`src/rtl/rv32i_types.sv`:
```
// Shared types and constants for the line burst scheduler.
package rv32i_types;

  localparam int LBS_NBEAT    = 4;
  localparam int LBS_OFFSET_W = 5;
  localparam int LBS_CNT_W    = 2;

  typedef enum logic [2:0] {
    IDLE,
    RD_I,
    RD_D,
    WB,
    RESP
  } lbs_state_t;

  // Which requester the RESP state answers; K_WB means a buffer drain with no response.
  typedef enum logic [1:0] {
    K_I,
    K_D,
    K_WB
  } lbs_kind_t;

endpackage

```
`src/rtl/lbs_wb_buffer.sv`:
```
// One-entry posted writeback buffer: line + address with valid, line-address match and beat read port.
module lbs_wb_buffer
  import rv32i_types::*;
#(
  parameter int LINE_W  = 256,
  parameter int BURST_W = 64,
  parameter int ADDR_W  = 32
) (
  input  logic                 clk,
  input  logic                 reset_n,
  input  logic                 load_i,
  input  logic                 clr_i,
  input  logic [ADDR_W-1:0]    addr_i,
  input  logic [LINE_W-1:0]    line_i,
  input  logic [ADDR_W-1:0]    probe_addr_i,
  input  logic [LBS_CNT_W-1:0] beat_i,
  output logic                 vld_o,
  output logic                 match_o,
  output logic [ADDR_W-1:0]    addr_o,
  output logic [LINE_W-1:0]    line_o,
  output logic [BURST_W-1:0]   beat_o
);

  localparam logic [ADDR_W-1:0] LINE_MASK =
    ~((ADDR_W'(1) << LBS_OFFSET_W) - ADDR_W'(1));

  logic              vld_q;
  logic [ADDR_W-1:0] addr_q;
  logic [LINE_W-1:0] line_q;

  always_ff @(posedge clk or negedge reset_n) begin
    if (!reset_n) begin
      vld_q  <= 1'b0;
      addr_q <= '0;
      line_q <= '0;
    end else if (load_i) begin
      vld_q  <= 1'b1;
      addr_q <= addr_i;
      line_q <= line_i;
    end else if (clr_i) begin
      vld_q  <= 1'b0;
    end
  end

  // Offset bits are ignored: any address within the buffered line is a hit.
  assign match_o = vld_q && (((probe_addr_i ^ addr_q) & LINE_MASK) == '0);
  assign vld_o   = vld_q;
  assign addr_o  = addr_q;
  assign line_o  = line_q;
  assign beat_o  = line_q[beat_i*BURST_W +: BURST_W];

endmodule

```
`src/rtl/line_burst_scheduler.sv`:
```
// Arbitrates I fills, D fills and posted D writebacks onto a 4-beat burst port.
// Optional LBS_WB_FWD_EN: reads that hit the posted line are answered from the buffer.
module line_burst_scheduler
  import rv32i_types::*;
#(
  parameter int LINE_W  = 256,
  parameter int BURST_W = 64,
  parameter int ADDR_W  = 32
) (
  input  logic               clk,
  input  logic               reset_n,
  input  logic               i_read_i,
  input  logic [ADDR_W-1:0]  i_address,
  output logic [LINE_W-1:0]  i_line_o,
  output logic               i_resp_o,
  input  logic               d_read_i,
  input  logic               d_write_i,
  input  logic [ADDR_W-1:0]  d_address,
  input  logic [LINE_W-1:0]  d_line_i,
  output logic [LINE_W-1:0]  d_line_o,
  output logic               d_resp_o,
  input  logic               resp_i,
  input  logic [BURST_W-1:0] burst_i,
  output logic [BURST_W-1:0] burst_o,
  output logic [ADDR_W-1:0]  address_o,
  output logic               read_o,
  output logic               write_o,
  output logic               stall_o
);

  localparam logic [ADDR_W-1:0] LINE_MASK =
    ~((ADDR_W'(1) << LBS_OFFSET_W) - ADDR_W'(1));
  localparam logic [LBS_CNT_W-1:0] LAST_BEAT = LBS_CNT_W'(LBS_NBEAT - 1);

  lbs_state_t            state_q, state_d;
  lbs_kind_t             kind_q, kind_d;
  logic [LBS_CNT_W-1:0]  cnt_q, cnt_d;
  logic [ADDR_W-1:0]     addr_q, addr_d;
  logic [LINE_W-1:0]     line_q;

  logic                  buf_load, buf_clr, buf_vld, buf_hit;
  logic [ADDR_W-1:0]     buf_addr;
  logic [LINE_W-1:0]     buf_line;
  logic [BURST_W-1:0]    buf_beat;
  logic                  fwd, beat_take;

  lbs_wb_buffer #(
    .LINE_W  (LINE_W),
    .BURST_W (BURST_W),
    .ADDR_W  (ADDR_W)
  ) u_wb_buffer (
    .clk          (clk),
    .reset_n      (reset_n),
    .load_i       (buf_load),
    .clr_i        (buf_clr),
    .addr_i       (d_address),
    .line_i       (d_line_i),
    .probe_addr_i (d_read_i ? d_address : i_address),
    .beat_i       (cnt_q),
    .vld_o        (buf_vld),
    .match_o      (buf_hit),
    .addr_o       (buf_addr),
    .line_o       (buf_line),
    .beat_o       (buf_beat)
  );

  always_ff @(posedge clk or negedge reset_n) begin
    if (!reset_n) begin
      state_q <= IDLE;
      kind_q  <= K_I;
      cnt_q   <= '0;
      addr_q  <= '0;
    end else begin
      state_q <= state_d;
      kind_q  <= kind_d;
      cnt_q   <= cnt_d;
      addr_q  <= addr_d;
    end
  end

  always_comb begin
    state_d   = state_q;
    kind_d    = kind_q;
    cnt_d     = cnt_q;
    addr_d    = addr_q;
    buf_load  = 1'b0;
    buf_clr   = 1'b0;
    fwd       = 1'b0;
    beat_take = 1'b0;
    read_o    = 1'b0;
    write_o   = 1'b0;
    i_resp_o  = 1'b0;
    d_resp_o  = 1'b0;
    case (state_q)
      IDLE: begin
        // A second writeback behind a full buffer forces the drain before anything else.
        if (buf_vld && d_write_i) begin
          state_d = WB;
          kind_d  = K_WB;
          addr_d  = buf_addr & LINE_MASK;
        end else if (d_write_i) begin
          buf_load = 1'b1;
          kind_d   = K_D;
          state_d  = RESP;
        end else if (d_read_i || i_read_i) begin
          if (buf_hit) begin
`ifdef LBS_WB_FWD_EN
            fwd     = 1'b1;
            kind_d  = d_read_i ? K_D : K_I;
            state_d = RESP;
`else
            state_d = WB;
            kind_d  = K_WB;
            addr_d  = buf_addr & LINE_MASK;
`endif
          end else if (d_read_i) begin
            state_d = RD_D;
            kind_d  = K_D;
            addr_d  = d_address & LINE_MASK;
          end else begin
            state_d = RD_I;
            kind_d  = K_I;
            addr_d  = i_address & LINE_MASK;
          end
        end else if (buf_vld) begin
          state_d = WB;
          kind_d  = K_WB;
          addr_d  = buf_addr & LINE_MASK;
        end
      end
      RD_I, RD_D, WB: begin
        read_o  = (state_q != WB);
        write_o = (state_q == WB);
        if (resp_i) begin
          beat_take = 1'b1;
          cnt_d     = cnt_q + LBS_CNT_W'(1);
          if (cnt_q == LAST_BEAT) state_d = RESP;
        end
      end
      RESP: begin
        i_resp_o = (kind_q == K_I);
        d_resp_o = (kind_q == K_D);
        buf_clr  = (kind_q == K_WB);
        state_d  = IDLE;
      end
      default: state_d = IDLE;
    endcase
  end

  always_ff @(posedge clk or negedge reset_n) begin
    if (!reset_n) begin
      line_q <= '0;
    end else if (fwd) begin
      line_q <= buf_line;
    end else if (beat_take && read_o) begin
      line_q[cnt_q*BURST_W +: BURST_W] <= burst_i;
    end
  end

  assign i_line_o  = line_q;
  assign d_line_o  = line_q;
  assign address_o = (read_o || write_o) ? addr_q : '0;
  assign burst_o   = write_o ? buf_beat : '0;
  assign stall_o   = reset_n & ((i_read_i & ~i_resp_o) |
                                ((d_read_i | d_write_i) & ~d_resp_o));

endmodule
```
`config.mk`:
```
export PLATFORM = sky130hd
export DESIGN_NAME = line_burst_scheduler
export DESIGN_NICKNAME = d
export VERILOG_FILES = /design/src/rtl/rv32i_types.sv /design/src/rtl/lbs_wb_buffer.sv /design/src/rtl/line_burst_scheduler.sv
export SDC_FILE = /design/constraint.sdc
export NUM_CORES = 1
export LEC_CHECK = 0
export CORE_AREA = 2 2 388 390
export CTS_BUF_LIST = sky130_fd_sc_hd__clkbuf_4 sky130_fd_sc_hd__clkbuf_8
export CTS_CLUSTER_SIZE = 10
export DETAILED_ROUTE_END_ITERATION = 8
export DIE_AREA = 0 0 390 392
export PLACE_DENSITY = 0.37
export SYNTH_ARGS = -nofsm -noshare
export SYNTH_HDL_FRONTEND = slang
export SYNTH_SLANG_ARGS = --single-unit
```
`constraint.sdc`:
```
create_clock -name clk -period 8.82 [get_ports clk]
set_clock_uncertainty 0.05 [all_clocks]
set_input_delay 1.764 -clock clk [delete_from_list [all_inputs] [get_ports clk]]
set_output_delay 1.764 -clock clk [all_outputs]
set_load 0.02 [all_outputs]
```
# [Word level (Yosys, flattened, before mapping)]
# Index checks and enable logic that the tools add are counted.
[word_totals] ff_bits=584 latchBits=0 mem_bits_rw=0 romBits=0 in_bits=390 out_inout_bits=613 wordCells=86 n_memories=0
[classes] n_addsub=2 multipliers=0 n_div=0 magnitude_cmp=0 n_eq_ne=12 n_shift=3 n_mux=37 bitwise=8 reduce_logical=16
[ops] cell="$bwmux 256" count=1
[ops] cell="$mux 32" count=8
[ops] cell="$shift 64x34->256 const A" count=1
[ops] cell="$shiftx 256x9->64" count=1
[ops] cell="$shiftx 64x34->256" count=1
[ops] cell="$mux 64" count=1
[ops] cell="$neg 8->34" count=1
[ops] cell="$logic_not 32->1" count=1
[ops] cell="$xor 32x32->32" count=1
[ops] cell="$mux 3" count=6
[ops] cell="$mux 2" count=7
[ops] cell="$mux 1" count=13
[ops] cell="$eq 3x2->1 const B" count=2
[ops] cell="$pmux 3 s2" count=1
[ops] cell="$reduce_and 3->1" count=2
[ops] cell="$ne 5x4->1 const B" count=1
[ops] cell="$eq 2x2->1 const B" count=2
[ops] cell="$ne 2x2->1 const B" count=2
[ops] cell="$reduce_and 2->1" count=2
[ops] cell="$reduce_bool 4->1" count=1
[ops] cell="$and 1x1->1" count=3
[ops] cell="$eq 3x1->1 const B" count=1
[ops] cell="$eq 3x3->1 const B" count=1
[ops] cell="$logic_and 1x1->1" count=3
[ops] cell="other kinds (12)" count=15

# [Logic depth before layout (Yosys ltp)]
# Gate-level depths: netlist of the first run.
[depth] ltp_word=9 mapped_depth=12 ltp_nobuf=7

# [Hierarchy]
# From an unflattened synthesis of the first run, not the netlist that was laid out.
[hier_totals] hier_cells=2418 area_unflattened_um2=27385.0
[modules_own_cells] module="line_burst_scheduler" instances=1 cells_per_inst=1693 area_per_inst_um2=14919.3 seq_area_each_um2=7257.0
[modules_own_cells] module="lbs_wb_buffer" instances=1 cells_per_inst=725 area_per_inst_um2=12465.7 seq_area_each_um2=7231.9

# [Worst setup path before layout of the first run]
# OpenSTA, ideal clock, no wires.
[synth_timing] path_kind="input port to output port" start="input d_read_i" end="output stall_o" arrival_ns=2.865 required_ns=7.006 slack_ns=4.141 stages=7 n_path_buf=3 cell_sequence="buf_6 -> buf_12 -> buf_12 -> nor2_1 -> nor2_1 -> nor2_1 -> a211oi_1"
[synth_via] elab_chain_len=4
[synth_rtl] element="start: declaration" line="line_burst_scheduler.sv:16" text="input logic d_read_i,"
[synth_rtl] element="$or 1x1->1" line="line_burst_scheduler.sv:165" text="((d_read_i | d_write_i) & ~d_resp_o));"
[synth_rtl] element="$and 1x1->1" line="line_burst_scheduler.sv:165"
[synth_rtl] element="$or 1x1->1" line="line_burst_scheduler.sv:164" text="assign stall_o = reset_n & ((i_read_i & ~i_resp_o) |"
[synth_rtl] element="$and 1x1->1" line="line_burst_scheduler.sv:164"
[synth_rtl] element="end: declaration" line="line_burst_scheduler.sv:28" text="output logic stall_o"
# No other way between the ends.

# [Worst setup path in the final report of the first run]
[layout_timing] start="register cnt_q[0]" end="output burst_o[18]"
[layout_via] elab_chain_len=2
[layout_rtl] element="start: declaration" line="line_burst_scheduler.sv:37" text="logic [LBS_CNT_W-1:0] cnt_q, cnt_d;"
[layout_rtl] element="start signal: assignment" line="line_burst_scheduler.sv:76" text="cnt_q <= cnt_d;"
[layout_rtl] element="$shiftx 256x9->64" line="lbs_wb_buffer.sv:50" text="assign beat_o = line_q[beat_i*BURST_W +: BURST_W];"
[layout_rtl] element="$mux 64" line="line_burst_scheduler.sv:163" text="assign burst_o = write_o ? buf_beat : '0;"
[layout_rtl] element="end: declaration" line="line_burst_scheduler.sv:24" text="output logic [BURST_W-1:0] burst_o,"
# No other way between the ends.

==> results of run 1 <==
## flip-flops by register name, summed over array words and instances, names as in the netlist
register            count
u_wb_buffer.line_o    256
u_wb_buffer.addr_o     27
u_wb_buffer.vld_o       1
cnt_q                   2
d_line_o              256
state_q                 3
kind_q                  2
addr_q                 27
## power groups by stage
stage,sequential (mW),combinational (mW),clock (mW)
CTS,4.94,7.82,3.19
floorplan,4.96,4.09,0
finish,4.89,7.62,3.04
detailed placement,4.98,7.80,0
global placement,4.95,7.78,0
global route,5.06,8.15,3.30
## metrics by stage
step                total power, mW  hold slack [ps]  std cells
CTS                           15.95            448.9       5160
global route                  16.51            457.7       5161
detailed placement            12.78            436.9       4952
finish                        15.55            446.3       5170
floorplan                     9.055            422.1       2407
global placement              12.73            433.9       4952
## cell families after synthesis
kind of cell    share of synthesized area
mux                                0.2032
compound gates                    0.05084
other cells                     0.0001386
simple gates                       0.1004
buf+inv                            0.1022
fa+ha+maj                        0.002775
flops                              0.5310
xor+xnor                         0.009390
## critical path, cell delays in order (launching register included)
cell and delay (ps):
dfrtp_4 900, buf_4 580, mux4_2 590, and3_1 190, clkdlybuf4s50_1 590
## Yosys cell counts, types with 4 or more instances
| cell type | number | area share |
|---|---|---|
| buf_4 | 261 | 0.072 |
| inv_1 | 33 | 0.0046 |
| ha_1 | 6 | 0.0028 |
| mux2i_1 | 51 | 0.019 |
| nand2_1 | 523 | 0.073 |
| o21ai_0 | 257 | 0.048 |
| and3_1 | 64 | 0.015 |
| nand4_1 | 4 | 0.00093 |
| buf_12 | 5 | 0.0037 |
| clkbuf_1 | 138 | 0.019 |
| mux4_2 | 64 | 0.053 |
| buf_1 | 11 | 0.0015 |
| dfrtp_1 | 574 | 0.53 |
| mux2_2 | 311 | 0.13 |
| xnor2_1 | 29 | 0.0094 |
| and2_1 | 29 | 0.0067 |
| nor2_1 | 9 | 0.0012 |
## area by class of cell
cell class                      instances  area, µm²
Fill cell                           15840     109300
Sequential cell                       574      14370
Timing Repair Buffer                 1018      10120
Multi-Input combinational cell       1383      10020
Tap cell                             1944       2432
Clock buffer                          194       2370
Clock inverter                         14      162.7
Inverter                               33      123.9
Antenna cell                           10      25.02
## routing by layer
layer  vias up  GRT usage  routed length [µm]
li1       9328          -                   -
met1     10080     0.1863               50280
met2       744     0.2801               62990
met3       234    0.07595               13140
met4        92    0.05068                3543
met5         -          0                 549
## final timing paths
check | startpoint | end | slack (ps) | cells past startpoint
max | cnt_q[0]$_DFFE_PN0P_ | burst_o[18] | 3190 | 4
min | u_wb_buffer.line_o[164]$_DFFE_PN0P_ | u_wb_buffer.line_o[164]$_DFFE_PN0P_ | 450 | 1
max reg2reg | cnt_q[0]$_DFFE_PN0P_ | d_line_o[223]$_DFFE_PN0P_ | 4960 | 6
min reg2reg | u_wb_buffer.line_o[164]$_DFFE_PN0P_ | u_wb_buffer.line_o[164]$_DFFE_PN0P_ | 450 | 1
max in group asynchronous | reset_n | d_line_o[53]$_DFFE_PN0P_ | 4460 | 5
min in group asynchronous | reset_n | u_wb_buffer.line_o[240]$_DFFE_PN0P_ | 880 | 1
==> key figures, run 1 <==
STA
  • Setup_tns: 0 ps
  • Final slew viol count: 0
  • Minimum clock period: 5627 ps
  • Max Fclk: 177.7 MHz
  • Unrepaired setup endpoints after global routing: false
  • Transition time of the tightest slew-check pin: approximately 1100 ps
  • Final hold violation count: 0
  • Tcrit/Tclk final: 0.6380
  • Slew headroom: 0.2860
  • Final setup vio count: 0
  • Final worst setup slack: between 3000 and 4000 ps

Power
  • Leak: about 16 nW
  • Clock Power Share: 0.196
  • Reg power frac: 0.314
  • Combinational Power Share: 0.490
  • Maximum vdd drop: 0.0001418 V
  • Switching share of total power: 0.4174
  • Net Sw Power: 6.491 mW
  • Power density cells: 392.5 mW/mm²
  • Pint: ~9.1 mW

Finish
  • Final nets: 3523
  • Most frequent cells in the layout: clkdlybuf4s50_1 (985), dfrtp_1 (571), nand2_1 (518)
  • Final core utilization: 0.2662
  • Share of cells above drive strength 1: 0.1981
  • Layout Cell Area excl Fill: 0.03963 mm²
  • Commonest non-fill, non-tap cell in the layout: clkdlybuf4s50_1
  • Area growth syn-to-layout: 46.51%

Clock network
  • Worst-path clk slew: approximately 60 ps
  • Htree depth: 3
  • Setup Buffers After CTS: 0
  • Total clock sinks: 574
  • Post-CTS Resized: 0
  • Clk_lat worst skew: approximately 840 ps
  • Hold Buf Count CTS: 0
  • CTS tree: built
  • Clock buffer depth: 3
  • Total CTS buffers: roughly 120
  • Root Buffer: clkbuf_8

Floorplanning
  • Top-Level Pins: 1003
  • Starting Density: 0.1817
  • Die Footprint: 0.1529 mm²
  • Die Height: about 400 µm
  • Core Region: 0.1489 mm²
  • Row Count: 142
  • Die Wd: 390 µm

Worst setup path
  • CP Data Arrival Time: 3810 ps
  • WP data required: between 7000 and 8000 ps
  • CP max FO: 32
  • Crit path kind: reg -> out
  • Worst setup SP type: flop
  • Critical Path End Type: output pin

Place
  • Placer Congestion: around 0.81
  • Dpl hpwl: approximately 98000 µm
  • Area after DPL: 0.03707 mm²
  • Pre-CTS WS: roughly 3300 ps
  • I/O Buffers: 987

Outcome
  • Status: finished, final reports clean

Global route
  • Tot GR Track Use: 0.1660
  • First-pass GRT wire length: between 150000 and 200000 µm
  • Vias in the first global route: between 20000 and 25000
  • Initial antenna violation count: 55
  • Grt total ovfl: 0
  • Largest net degree at the start of global routing: 150

Route
  • Vias per cell: 3.961
  • Drt first pass iters: 5
  • Total number of vias: 20480
  • DRT iter0 DRCs: 916
  • DRC: 0
  • Final WL: 130500 µm
  • Post-DRT Antenna Nets: 0
  • Final routed wire length divided by cell count: 25.24 µm

Synth
  • Seq/Total Area, Yosys: 0.5310
  • YS warnings: 0
  • FFs w/ async S/R, synth: 1.000
  • Post-synth EDFFs: 0
  • Synthesized cell area: about 0.027 mm²
  • Top FF cell, synth: dfrtp_1
  • Avg Cell Area, Syn: roughly 11 µm²
  • Post-synth cell types: 37
  • Cells after synthesis: around 2400
  • Flops & latches, synth: about 570

Run
  • Max-cap viol count: 0

Worst hold path
  • Hold crit path type: reg -> reg
No activity file was read; power rests on OpenSTA's default activity.
==> run 2, diff against run 1 <==
- CORE_AREA: 2 2 388 390 -> 2 2 393 395
- DIE_AREA: 0 0 390 392 -> 0 0 395 397
- PLACE_DENSITY: 0.37 -> 0.36
- clock period: 8.82 -> 5.8 ns (I/O delays scaled with it)
==> run 2 against run 1 <==
Compared with the run above:
- sequential share of layout area fell by 0.37 points
- combinational power rose by 52%
- critical endpoint is now burst_o[36]
- worst hold slack got worse by 260 ps
- register-to-register slack got worse by 2400 ps
- global-route usage fell by 0.85 points
- highest routed layer unchanged
- utilization fell by 0.44 points
- total power rose by 53%
==> key figures, run 2 (same netlist as run 1, synthesis figures left out) <==
Power
  • Combinational Power Share: 0.486 (was 0.490)
  • Leak: 16.48 nW (was 16.35 nW)
  • Maximum vdd drop: 0.0003361 V (was 0.0001418 V)
  • Power density cells: 595.2 mW/mm² (was 392.5 mW/mm²)
  • Switching share of total power: 0.4131 (was 0.4174)
  • Reg power frac: 0.315 (was 0.314)
  • Net Sw Power: 9.844 mW (was 6.491 mW)
  • Clock Power Share: 0.199 (was 0.196)
  • Pint: 13.98 mW (was 9.061 mW)

Floorplanning
  • Die Wd: 395 µm (was 390 µm)
  • Die Footprint: 0.1568 mm² (was 0.1529 mm²)
  • Row Count: 144 (was 142)
  • Top-Level Pins: 1003 (unchanged)
  • Starting Density: 0.1768 (was 0.1817)
  • Die Height: 397 µm (was 392 µm)
  • Core Region: 0.1530 mm² (was 0.1489 mm²)

STA
  • Slew headroom: 0.3275 (was 0.2860)
  • Final setup vio count: 0 (unchanged)
  • Transition time of the tightest slew-check pin: 1004 ps (was 1065 ps)
  • Setup_tns: 0 ps (unchanged)
  • Final worst setup slack: 1049 ps (was 3193 ps)
  • Final hold violation count: 0 (unchanged)
  • Minimum clock period: 4751 ps
  • Max Fclk: roughly 210 MHz
  • Hold Worst Slack: 187.4 ps (was 446.3 ps)
  • Final slew viol count: 0 (unchanged)
  • Tcrit/Tclk final: 0.8192
  • Unrepaired setup endpoints after global routing: false (unchanged)

Worst setup path
  • Bufs and invs on worst path: 2 (unchanged)
  • Crit-path leading delay family: buffers and inverters (unchanged)
  • CP max FO: 25 (was 32)
  • Critical Path Max Stage Delay: 790 ps (was 900 ps)
  • Setup slack on the worst flop-to-flop path: 2590 ps (was 4960 ps)
  • CP Data Arrival Time: 3540 ps (was 3810 ps)
  • Crit path kind: reg -> out (unchanged)
  • Critical Path End Type: output pin (unchanged)
  • WP data required: 4590 ps (was 7010 ps)
  • Crit-path cells: buf_4 -> mux4_2 -> and3_1 -> clkdlybuf4s50_1 (unchanged)
  • CP max stage cell: dfrtp_4 (unchanged)
  • Worst setup SP type: flop (unchanged)

Clock network
  • Total CTS buffers: 117 (unchanged)
  • Setup Buffers After CTS: 0 (unchanged)
  • Clock buffer depth: 3 (unchanged)
  • Hold Buf Count CTS: 0 (unchanged)
  • Htree depth: 3 (unchanged)
  • Clk_lat worst skew: 810 ps (was 840 ps)
  • Worst-path clk slew: 60 ps (about the same)
  • Post-CTS Resized: 0 (unchanged)
  • Total clock sinks: 574 (unchanged)
  • Root Buffer: clkbuf_8 (unchanged)
  • CTS tree: built (unchanged)

Finish
  • Multi-input gate area: 0.01001 mm² (was 0.01002 mm²)
  • Commonest non-fill, non-tap cell in the layout: clkdlybuf4s50_1 (unchanged)
  • Final nets: 3533 (was 3523)
  • Reg area: 0.01437 mm² (unchanged)
  • Most frequent cells in the layout: clkdlybuf4s50_1 (985), dfrtp_1 (571), nand2_1 (518) (unchanged)
  • Share of cells above drive strength 1: 0.2012 (was 0.1981)
  • Layout Cell Area excl Fill: 0.04003 mm² (was 0.03963 mm²)
  • Area growth syn-to-layout: 48.01% (was 46.51%)
  • Layout filler cell count: 16170 (was 15840)
  • Final core utilization: 0.2617 (was 0.2662)

Global route
  • Largest net degree at the start of global routing: 134 (was 150)
  • Vias in the first global route: 21500 (was 21650)
  • Grt total ovfl: 0 (unchanged)
  • First-pass GRT wire length: 175600 µm (was 178200 µm)
  • Initial antenna violation count: 59 (was 55)
  • Tot GR Track Use: 0.1576 (was 0.1660)

Place
  • Area after DPL: 0.03740 mm² (was 0.03707 mm²)
  • I/O Buffers: 987 (unchanged)
  • Dpl hpwl: 96600 µm (was 98180 µm)
  • Pre-CTS WS: 1109 ps (was 3332 ps)
  • Placer Congestion: 0.8057 (was 0.8114)

Outcome
  • Status: finished, final reports clean (unchanged)

Route
  • Vias per cell: 3.851 (was 3.961)
  • Post-DRT Antenna Nets: 0 (unchanged)
  • Drt first pass iters: 5 (unchanged)
  • Final routed wire length divided by cell count: 23.94 µm (was 25.24 µm)
  • DRT iter0 DRCs: 933 (was 916)
  • DRC: 0 (unchanged)
  • Total number of vias: 20350 (was 20480)
  • Final WL: 126500 µm (was 130500 µm)

Run
  • Max-cap viol count: 0 (unchanged)

Worst hold path
  • Hold crit path type: in -> async (was reg -> reg)
==> run 2: cell types whose count changed in the layout (fill, tap and decap cells not counted), moves of 2 or more <==
cell,change
buf_12,+11
clkbuf_4,-4
clkbuf_8,+3
clkinv_2,+3
bufinv_16,+2
inv_12,+2
==> run 2: path summary, 6_finish.rpt <==
check                                        from                                   to  cells after the start
min reg2reg                addr_q[20]$_DFFE_PN0P_               addr_q[20]$_DFFE_PN0P_                      1
min                                       reset_n  u_wb_buffer.line_o[108]$_DFFE_PN0P_                      1
max                          cnt_q[0]$_DFFE_PN0P_                          burst_o[36]                      4
min in group clk           addr_q[20]$_DFFE_PN0P_               addr_q[20]$_DFFE_PN0P_                      1
max reg2reg                  cnt_q[0]$_DFFE_PN0P_            d_line_o[169]$_DFFE_PN0P_                      6
max in group asynchronous                 reset_n   u_wb_buffer.line_o[75]$_DFFE_PN0P_                      3
==> run 2: final cells by class <==
cell class / instances / share of cell area
well taps: 2044 / 0.06388
diodes: 9 / 0.0005626
multi-input cells: 1383 / 0.2500
repair buffers: 1028 / 0.2582
inverters: 33 / 0.003094
flip-flops and latches: 574 / 0.3590
clock inverters: 19 / 0.005751
clock buffers: 193 / 0.05947
==> run 2: power by group through the flow <==
| stage | Clock, mW | Sequential [mW] | Combinational, mW |
|---|---|---|---|
| 3_3_place_gp | 0 | 7.61 | 11.8 |
| 3_5_place_dp | 0 | 7.66 | 11.8 |
| 4_1_cts | 4.95 | 7.60 | 11.8 |
| 2_1_floorplan | 0 | 7.55 | 6.22 |
| 6_report | 4.73 | 7.51 | 11.6 |
| 5_1_grt | 5.11 | 7.77 | 12.4 |
==> run 2: stage by stage <==
step           total power, mW  std cells
5_1_grt                  25.26       5278
6_report                 23.83       5283
3_5_place_dp             19.47       5062
3_3_place_gp             19.41       5062
2_1_floorplan            13.77       2407
4_1_cts                  24.40       5274
==> run 2: metal layers <==
metal / global-route usage / up-vias / routed length, µm
met2: 0.2599 / 782 / 59790
met4: 0.05371 / 86 / 3896
met1: 0.1819 / 9882 / 50470
li1: - / 9348 / -
met3: 0.06844 / 249 / 11750
met5: 0 / - / 566
==> edit 1 (settings of run 2) <==
Re-encode `lbs_state_t` (5 states) as Gray code, 3 bits wide.
--- a/src/rtl/rv32i_types.sv
+++ b/src/rtl/rv32i_types.sv
@@ -8,7 +8,7 @@
   typedef enum logic [2:0] {
-    IDLE,
-    RD_I,
-    RD_D,
-    WB,
-    RESP
+    IDLE = 3'b000,
+    RD_I = 3'b001,
+    RD_D = 3'b011,
+    WB   = 3'b010,
+    RESP = 3'b110
   } lbs_state_t;
Behaviour: no difference found for any inputs over 4 cycles, from zero or initial values and one cycle with reset_n low; so few cycles prove little.
==> edit 1 against run 2 <==
- final area down 0.88%
- sequential share of layout area is 0.32 points higher
- non-clock buffer count unchanged
- sequential cell count unchanged
- hold slack gained 0.038 ns
- count of clock-buffer cells in the layout shrank 9
- setup slack got worse by 0.12 ns
- combinational power decreased by 7%
- total power decreased by 6.0%
- wire length down 0.55%
- die area did not move
- synthesized area is 0.45% lower
- largest power group unchanged
==> edit 1: results <==
status:
  status: "complete, no violations"
global_route:
  grt_usage_pct: 15.7
  grt_max_degree: 134
  grt_pass1_wl_mm: 175
  grt_pass1_vias: 21600
  antenna_found_initial: 49
route:
  wl_met3_mm: 12.4
  wl_met1_mm: 49.5
  wl_mm: 126
  vias: 20800
  drtPass1Iterations: 4
  drt_iter0_drc: 788
  wl_met2_mm: 61.0
placed_design:
  post-place-cells: 5118
  place_congestion: 0.832
  dp_hpwl_mm: 93.9
  pre_cts_slack_ns: 1.54
  place_area_um2: 37300
job:
  drv_cap: 0
power_and_ir_drop:
  p_leak_nw: 15.9
  vdd_drop_max_mv: 0.228
clock_tree:
  htreeDepth: 3
  ctsResizeCount: 0
  clockBufferDepth: 3
  cts_setup_buffers: 0
  path_clk_slew_ns: 0.06
  clk_latency_ns: 0.81
  cts-root-buf: "clkbuf_8"
  numCtsBuffers: 116
synth:
  synthDistinctLibCells: 38
  ys.flop_type: "dfrtp_1"
  synth.area.top_cells: "dfrtp_1 (53%), mux2_2 (11%), nand2_1 (7.7%)"
  ys_seq_area_share_pct: 53.3
  synthArstFlopShare_pct: 100
  avgSynthCellArea_um2: 10.9
  yosys_warnings: 0
  synth_commonest_cells: "dfrtp_1 (574), nand2_1 (550), o21ai_0 (286)"
setup_path:
  reg2reg_depth: 8
  r2r_end: "d_line_o[66]"
  r2r_start: "cnt_q[1]"
  max_stage_delay_ns: 0.96
  crit_start: "cnt_q[0]"
  path_max_fanout: 36
  cpLargestDelayFamily: "flip-flops"
  cp.arrival_ns: 3.66
  r2r_slack_ns: 2.26
  critPathCapture: "burst_o[36]"
  crit_slowest_cell: "dfrtp_4"
final_layout:
  n_fill_cell: 16200
  instances_no_fill: 5321
  multiInputGateArea_um2: 9890
  nNetsFinal: 3588
  drive_gt1_share_pct: 17.7
sta:
  layout_setup_ws_ns: 0.931
  hold_slack_ns: 0.225
  worstMarginPinSlew_ns: 1.01
worst_hold_path:
  hold_path_class: "input pin to async pin"
==> edit 1: where the power goes <==
group          switching, mW  total (mW)  internal [mW]
Sequential              1.51        7.18           5.67
Clock                   1.92        4.43           2.51
Combinational           5.62        10.8           5.17
==> edit 1: layout make-up <==
| class | instances | share of cell area [%] |
|---|---|---|
| clock buffers | 184 | 5.77 |
| clock inverters | 9 | 0.271 |
| flip-flops and latches | 574 | 36.2 |
| inverters | 32 | 0.303 |
| diodes | 10 | 0.0631 |
| multi-input cells | 1440 | 24.9 |
| well taps | 2044 | 6.44 |
| repair buffers | 1028 | 26.0 |
==> edit 1: kinds of logic after synthesis <==
group	synth area share, %
compound gates	6.60
xor+xnor	0.911
fa+ha+maj	0.279
buf+inv	10.3
flops	53.3
mux	17.2
other cells	0.0139
simple gates	11.4
==> edit 1: per-layer routing <==
layer  global-route usage (%)  vias to the layer above
met5                        0                        -
met1                     17.9                    10200
li1                         -                     9545
met2                     26.4                      766
met4                     3.96                       80
met3                     7.18                      199
==> edit 2 (flow settings as in run 2) <==
Made on the original files. The option `LBS_WB_FWD_EN` is turned on by a define.
--- a/src/rtl/line_burst_scheduler.sv
+++ b/src/rtl/line_burst_scheduler.sv
@@ -2,2 +2,4 @@
 // Optional LBS_WB_FWD_EN: reads that hit the posted line are answered from the buffer.
+`define LBS_WB_FWD_EN
+
 module line_burst_scheduler
Check against the original RTL: not settled (the Yosys comparison gave no result); the edit may change what the design does.
==> edit 2 against run 2 <==
- synthesized area grew 8.5%
- highest routed layer unchanged
- setup slack lost 0.14 ns
- global-route usage grew 3.2 points
- final area grew 6.3%
- sequential power grew 4.8%
- wire length grew 20%
- sequential cell count is the same
- via count grew 19%
- total power shrank 1.3%
==> edit 2: results <==
placed_design:
  place_congestion: 0.792
  post-place-cells: 5529
  pre_cts_slack_ns: 1.15
route:
  wl_met3_mm: 7.66
  drt_iter0_drc: 1048
  wl_mm: 152
global_route:
  grt_pass1_vias: 25500
  grt_pass1_wl_mm: 210
  grt_max_degree: 148
  antenna_found_initial: 27
sta:
  hold_slack_ns: 0.232
  worstMarginPinSlew_ns: 1.12
power_and_ir_drop:
  combinationalPower_mw: 10.5
  pg_clk_mw: 5.10
  swShare_pct: 40.8
  internal-power_mw: 13.9
  vdd_drop_max_mv: 0.259
clock_tree:
  numCtsBuffers: 119
  clk_latency_ns: 0.84
setup_path:
  path_max_fanout: 27
  reg2reg_depth: 7
  r2r_end: "d_line_o[155]"
  critPathCapture: "burst_o[48]"
final_layout:
  nNetsFinal: 4000
  n_fill_cell: 16200
status:
  status: "complete, no violations"
synth:
  ys_seq_area_share_pct: 48.9
  synthDistinctLibCells: 40
[edit 2: cells by family after synthesis]
kind of cell / share of synthesized area [%]
flip-flops: 48.9
adder cells (fa/ha/maj): 0.171
AO/OA/AOI/OAI: 7.69
multiplexers: 16.8
XOR/XNOR: 0.865
buffers and inverters: 9.73
other: 0.0128
AND/OR/NAND/NOR: 15.8
[edit 2: layout make-up]
type | instances | area, µm² | share of cell area [%]
Clock buffer | 197 | 2470 | 5.80
Tap cell | 2044 | 2560 | 6.01
Multi-Input combinational cell | 1865 | 12200 | 28.7
Antenna cell | 10 | 25.0 | 0.0588
Sequential cell | 574 | 14400 | 33.8
Timing Repair Buffer | 1043 | 10500 | 24.8
Clock inverter | 23 | 348 | 0.818
Inverter | 3 | 11.3 | 0.0265
[edit 2: layer usage]
layer / up-vias / GRT usage (%)
met3: 180 / 4.34
met4: 30 / 4.06
met1: 12300 / 24.2
li1: 10900 / -
met2: 722 / 32.3
met5: - / 0
